**src/rtl/apb_completer_regfile.sv**
```systemverilog
// ---------------------------------------------------------------------------
// apb_completer_regfile
// APB4 completer serving a bank of NUM_REGS word-wide registers.
// - Word-aligned from address 0.
// - The top register (index NUM_REGS-1) is a read-only ID constant.
// - Inserts WAIT_CYCLES wait states before each completion.
// - Writes honour byte strobes.
// - Illegal accesses complete with pslverr and have no side effect.
//
// Ports
//   i_pclk, i_preset_n        clock (rising edge), async active-low reset
//   i_psel, i_penable         APB select / access phase
//   i_pwrite, i_paddr         direction, byte address
//   i_pwdata, i_pstrb         write data, write byte enables
//   i_pprot                   protection; bit 0 = privileged
//   o_prdata, o_pready        registered read data, transfer complete
//   o_pslverr                 registered error, valid with o_pready
//   o_regs_flat               all register contents, reg i at [i*DW +: DW]
//
// state  | meaning
// -------+-----------------------------------------------------------
// S_IDLE | no transfer in flight; waiting for a setup cycle
// S_WAIT | counting wait states; abandons the transfer if psel drops
// S_DONE | pready/prdata/pslverr presented; write commits at this edge
// ---------------------------------------------------------------------------
module apb_completer_regfile #(
    parameter int                    DATA_WIDTH     = 32,
    parameter int                    ADDR_WIDTH     = 10,
    parameter int                    BYTES_PER_WORD = DATA_WIDTH / 8,
    parameter int                    NUM_REGS       = 16,
    parameter int                    WAIT_CYCLES    = 0,
    parameter logic [DATA_WIDTH-1:0] ID_VALUE       = 'hA5B0_0001,
    parameter bit                    PRIV_ONLY      = 1'b0
) (
    input  logic                           i_pclk,
    input  logic                           i_preset_n,
    input  logic                           i_psel,
    input  logic                           i_penable,
    input  logic                           i_pwrite,
    input  logic [ADDR_WIDTH-1:0]          i_paddr,
    input  logic [DATA_WIDTH-1:0]          i_pwdata,
    input  logic [BYTES_PER_WORD-1:0]      i_pstrb,
    input  logic [2:0]                     i_pprot,
    output logic [DATA_WIDTH-1:0]          o_prdata,
    output logic                           o_pready,
    output logic                           o_pslverr,
    output logic [NUM_REGS*DATA_WIDTH-1:0] o_regs_flat
);

    localparam int                    ADDR_LSB = $clog2(BYTES_PER_WORD);
    localparam int                    IDX_W    = $clog2(NUM_REGS);
    localparam int                    CNT_W    = 4;
    localparam logic [CNT_W-1:0]      WC_LOAD  = CNT_W'(WAIT_CYCLES);
    localparam logic [ADDR_WIDTH-1:0] LSB_MASK = ADDR_WIDTH'(BYTES_PER_WORD - 1);
    localparam logic [ADDR_WIDTH-1:0] NREGS_A  = ADDR_WIDTH'(NUM_REGS);
    localparam logic [ADDR_WIDTH-1:0] ID_IDX_A = ADDR_WIDTH'(NUM_REGS - 1);

    typedef enum logic [1:0] {S_IDLE, S_WAIT, S_DONE} state_t;

    state_t                r_state;
    state_t                w_next_state;
    logic [CNT_W-1:0]      r_wait_cnt;
    logic                  r_err;
    logic                  r_write;
    logic [IDX_W-1:0]      r_idx;
    logic [DATA_WIDTH-1:0] r_regs [NUM_REGS-1];
    logic [DATA_WIDTH-1:0] w_regs [NUM_REGS];

    logic                  w_setup;
    logic [ADDR_WIDTH-1:0] w_word_idx;
    logic                  w_err_now;
    logic                  w_err_sel;
    logic                  w_write_sel;
    logic [IDX_W-1:0]      w_idx_sel;
    logic                  w_wr_en;
    logic                  w_pready_d;
    logic                  w_pslverr_d;
    logic [DATA_WIDTH-1:0] w_prdata_d;
    logic                  w_unused_ok;

    assign w_unused_ok = ^i_pprot[2:1];

    assign w_setup    = i_psel & ~i_penable;
    assign w_word_idx = i_paddr >> ADDR_LSB;
    assign w_err_now  = ((i_paddr & LSB_MASK) != '0)
                      | (w_word_idx >= NREGS_A)
                      | (i_pwrite && (w_word_idx == ID_IDX_A))
                      | (PRIV_ONLY && !i_pprot[0]);

    // With zero wait states the completion is decided in the setup cycle
    // itself, before the decode has been latched, so use the live decode.
    assign w_err_sel   = (r_state == S_IDLE) ? w_err_now : r_err;
    assign w_write_sel = (r_state == S_IDLE) ? i_pwrite : r_write;
    assign w_idx_sel   = (r_state == S_IDLE) ? w_word_idx[IDX_W-1:0] : r_idx;

    assign w_wr_en = (r_state == S_DONE) & i_psel & i_penable & i_pwrite & ~r_err;

    // ID register is a constant, not a flop.
    for (genvar g = 0; g < NUM_REGS - 1; g++) begin : g_regs
        assign w_regs[g] = r_regs[g];
    end
    assign w_regs[NUM_REGS-1] = ID_VALUE;

    for (genvar g = 0; g < NUM_REGS; g++) begin : g_flat
        assign o_regs_flat[g*DATA_WIDTH +: DATA_WIDTH] = w_regs[g];
    end

    // State register
    always_ff @(posedge i_pclk or negedge i_preset_n) begin
        if (!i_preset_n) r_state <= S_IDLE;
        else             r_state <= w_next_state;
    end

    // Next-state logic
    always_comb begin
        w_next_state = r_state;
        case (r_state)
            S_IDLE: if (w_setup) w_next_state = (WAIT_CYCLES == 0) ? S_DONE : S_WAIT;
            S_WAIT: begin
                if (!i_psel)               w_next_state = S_IDLE;
                else if (r_wait_cnt == 1)  w_next_state = S_DONE;
            end
            S_DONE:  w_next_state = S_IDLE;
            default: w_next_state = S_IDLE;
        endcase
    end

    // Output logic, evaluated one cycle early so the outputs can be flopped
    always_comb begin
        w_pready_d  = (w_next_state == S_DONE);
        w_pslverr_d = w_pready_d & w_err_sel;
        w_prdata_d  = '0;
        if (w_pready_d && !w_err_sel && !w_write_sel) w_prdata_d = w_regs[w_idx_sel];
    end

    always_ff @(posedge i_pclk or negedge i_preset_n) begin
        if (!i_preset_n) begin
            o_pready  <= 1'b0;
            o_pslverr <= 1'b0;
            o_prdata  <= '0;
        end else begin
            o_pready  <= w_pready_d;
            o_pslverr <= w_pslverr_d;
            o_prdata  <= w_prdata_d;
        end
    end

    // Wait-state down-counter and decode capture at setup
    always_ff @(posedge i_pclk or negedge i_preset_n) begin
        if (!i_preset_n) begin
            r_wait_cnt <= '0;
            r_err      <= 1'b0;
            r_write    <= 1'b0;
            r_idx      <= '0;
        end else if (r_state == S_IDLE && w_setup) begin
            r_wait_cnt <= WC_LOAD;
            r_err      <= w_err_now;
            r_write    <= i_pwrite;
            r_idx      <= w_word_idx[IDX_W-1:0];
        end else if (r_state == S_WAIT && i_psel && r_wait_cnt != '0) begin
            r_wait_cnt <= r_wait_cnt - 1'b1;
        end
    end

    // Register bank with byte-strobe writes
    always_ff @(posedge i_pclk or negedge i_preset_n) begin
        if (!i_preset_n) begin
            for (int i = 0; i < NUM_REGS - 1; i++) r_regs[i] <= '0;
        end else if (w_wr_en) begin
            for (int i = 0; i < NUM_REGS - 1; i++) begin
                for (int b = 0; b < BYTES_PER_WORD; b++) begin
                    if (r_idx == IDX_W'(i) && i_pstrb[b]) r_regs[i][8*b +: 8] <= i_pwdata[8*b +: 8];
                end
            end
        end
    end

endmodule
```
**config.mk**
```make
export PLATFORM = sky130hd
export DESIGN_NAME = apb_completer_regfile
export DESIGN_NICKNAME = d
export VERILOG_FILES = /design/src/rtl/apb_completer_regfile.sv
export SDC_FILE = /design/constraint.sdc
export NUM_CORES = 1
export LEC_CHECK = 0
export BUFFER_PORTS_ARGS = -buffer_cell sky130_fd_sc_hd__buf_2
export CAP_MARGIN = 20
export CORE_MARGIN = 5
export CORE_UTILIZATION = 50
export DETAILED_ROUTE_END_ITERATION = 8
export GPL_TIMING_DRIVEN = 0
export PLACE_DENSITY_LB_ADDON = 0.15
export SLEW_MARGIN = 25
export SYNTH_ARGS = -nofsm -noshare
export SYNTH_HDL_FRONTEND = slang
export SYNTH_SLANG_ARGS = --single-unit
```
**constraint.sdc**
```tcl
create_clock -name i_pclk -period 2.5 [get_ports i_pclk]
set_input_delay 0 -clock i_pclk [delete_from_list [all_inputs] [get_ports i_pclk]]
set_output_delay 0 -clock i_pclk [all_outputs]
set_load 0.02 [all_outputs]
```
==> flow_metrics.tcl <==
set metrics [dict create \
    final_net_count 2679 \
    syn_area_um2 24600 \
    start_util_pct 50.4 \
    post-dp-hpwl_um 76400 \
    yosysTopAreaCellShare_pct 53.6 \
    rows 81 \
    core_area_um2 48700 \
    grt_pass1_wl_um 149000 \
    p_switching_uw 5110 \
    synth-seq-cells 526 \
    yosysTopAreaCell "dfrtp_1" \
    fmax_mhz 376 \
    design_area_um2 31500 \
    cts_buffer_depth 3 \
    h-tree-depth 2 \
    reg2reg_to "o_regs_flat[357]" \
    yosysSeqAreaShare_pct 53.6 \
    cpPeakStageDelay_ns 0.63 \
    violations "negative setup slack" \
    switching_share_pct 26.3 \
    hold_path_end "r_idx[0]" \
    drt_iter0_markers 2158 \
    synthCells 1904 \
    drv_cap 0 \
    fin_crit_ns 2.66 \
    grt_max_degree 97 \
    die-area_um2 53600 \
    synthXorXnorAreaFrac_pct 0.107 \
    gr-total-overflow 0 \
    regToRegSetupSlack_ns -0.16 \
    port-buffer-count 564 \
    routed_wl_um 107000 \
    cts_sinks 526 \
    synth_common_cells "526 x dfrtp_1, 484 x mux2_2, 159 x mux2i_1" \
    hold_viol_final 0 \
    min_from "i_paddr[2]" \
    synth_area_per_cell_um2 12.9 \
    synth_compound_area_share_pct 7.95 \
    finalSetupViolCount 115 \
    clkPwrFrac_pct 44.7 \
    synthAdderAreaFrac_pct 0.102 \
    clock_latency_ns 0.62 \
    placed_cell_area_um2 28500 \
    firstDrtPassIters 7 \
    setup_tns_ns -9.49 \
    fin_ws_ns -0.158 \
    synth.area.mux_share_pct 28.7 \
    synthTopCellsByArea "dfrtp_1 54%, mux2_2 22%, mux2i_1 6.5%" \
    intPower_uw 14300 \
    clkTransAtPathRegs_ns 0.06 \
    path_max_fanout 10 \
    worstPathRequired_ns 2.99 \
    synth_enable_flop_cells 0 \
    die_w_um 232 \
    cts_tree "yes" \
    fin_util_pct 64.7 \
    fin_skew_ns 0.0149 \
    power.sequential.fraction_pct 44.3 \
    place_congestion 0.948 \
    synth_top_family_by_area "multiplexers" \
    avgViaCountPerCell 6.10 \
    routedWlPerCell_um 32.2 \
    drc 0 \
    worst_setup_path_start_kind "flop" \
    end_kind "flop" \
    synth_simple_gate_area_share_pct 5.83 \
    area_delta_synth_final_pct 28.4 \
    hold_path.class "input port to flop" \
    critPathArrivalTime_ns 3.15 \
    ir_worst_vdd_uv 572 \
    synthFlopType "dfrtp_1" \
    critPathKind "flop to flop" \
    hold_depth 4 \
    async_flop_share_pct 100 \
    ant_nets 0 \
    drive_above_1_share_pct 51.7 \
    cts_made_buffers 56 \
    yosys_warnings 0 \
    die_h_um 232 \
    grt_pass1_vias 20682 \
    antenna_found_initial 4 \
    pwr-share-comb_pct 11.0 \
    p_leak_uw 0.0171 \
    pwr_density_cell_nw_per_um2 616 \
    tightest_slew_ns 0.970 \
    reg2regPathDepth 5 \
    io_pins 600 \
    vias 20324 \
    synth.distinct_cells 59 \
    gr-usage-all-layers_pct 38.6 \
    p_total_uw 19400 \
    rsz0062_at_grt "yes" \
    fin_crit_sh_pct 106 \
    slew_headroom_pct 34.8 \
    crit_chain "clkbuf_1, nand2_1, nor2_1, nand2_2, mux2_2" \
    drv_slew 0 \
    root_buffer "clkbuf_16" \
    cpMaxStageDelayCell "nor2_1" \
    worstReg2RegStart "r_idx[3]" \
    status "finished, violations left" \
    post-synth-top-count-cell "dfrtp_1" \
]
==> stage by stage <==
step	cells	hold slack (ns)	worst slack, ns
6_report	3332	0.196	-0.158
5_1_grt	3332	0.219	-0.161
4_1_cts	3321	0.151	-0.177
3_5_place_dp	3168	-0.0916	-0.730
3_3_place_gp	3162	0.288	-9.16
2_1_floorplan	1934	-0.296	0.485
==> layout make-up <==
type,count,area (µm²)
antenna,2,5.00
multi-input combinational,1247,10900
timing repair buffer,635,3650
inverter,6,22.5
tap,664,831
sequential,526,13200
buffer,151,1060
clock inverter,14,175
fill,3942,17200
clock buffer,87,1730
==> kinds of logic after synthesis <==
logic type,after synthesis
AOI/OAI and AO/OA,266
and+or+nand+nor,301
DFF,526
adders and majority gates,2
buffers and inverters,161
xor gates and xnor gates,3
other,2
muxes,643
==> sequential cells by signal, indices dropped and copies added, names as in the netlist <==
signal	flops
o_pslverr	1
r_state	2
o_pready	1
r_idx	4
o_regs_flat	480
o_prdata	32
r_write	1
r_err	1
r_wait_cnt	4
==> power groups by stage <==
| stage | clock (µW) | combinational [µW] | sequential (µW) |
|---|---|---|---|
| global placement | 0 | 1800 | 8750 |
| global route | 9060 | 2210 | 8600 |
| finish | 8680 | 2140 | 8600 |
| CTS | 8690 | 2020 | 8590 |
| floorplan | 0 | 864 | 8770 |
| detailed placement | 0 | 1860 | 8740 |
==> per-layer routing <==
| metal | vias up | wire (µm) | track usage, % |
|---|---|---|---|
| met3 | 294 | 11800 | 13.0 |
| met1 | 10442 | 39300 | 47.6 |
| met4 | 4 | 5890 | 16.9 |
| li1 | 8372 | - | - |
| met2 | 1212 | 50100 | 62.3 |
| met5 | - | 27 | 0 |
==> worst max-delay path by stage <==
stage	start	endpoint	slack [ns]	depth (start not counted)
after floorplan	r_wait_cnt[1]	o_prdata[12]	0.48	8
after CTS	r_idx[0]	o_regs_flat[91]	-0.18	6
after global placement	i_preset_n	o_regs_flat[202]	-9.16	1
after global routing	r_idx[3]	o_regs_flat[354]	-0.16	5
after detailed placement	r_idx[1]	o_prdata[5]	-0.73	6
final	r_idx[3]	o_regs_flat[357]	-0.16	5
==> critical path: cells and delay by family, from the launching register on <==
family                 cells  cell delay, ns
buffers and inverters      1            0.48
AND/OR/NAND/NOR            3            1.33
multiplexers               1            0.39
flip-flops                 1            0.32
==> what timing repair did <==
action                                 CTS  global route
buffers inserted                         6            13
pin swaps                                4             8
hold buffers                            46             0
endpoints found under the hold margin  444             0
setup endpoints to repair              512           268
gates resized for setup                 88            63
==> layout by cell type, fill, tap and decap left out, types with 48 or more instances in the layout <==
master	instances
mux2_2	484
dfrtp_1	526
nand2_1	130
buf_4	72
nand2_2	56
a21oi_1	49
clkbuf_1	48
clkbuf_16	57
buf_2	577
mux2i_1	157
(Power assumes the default switching activity.)
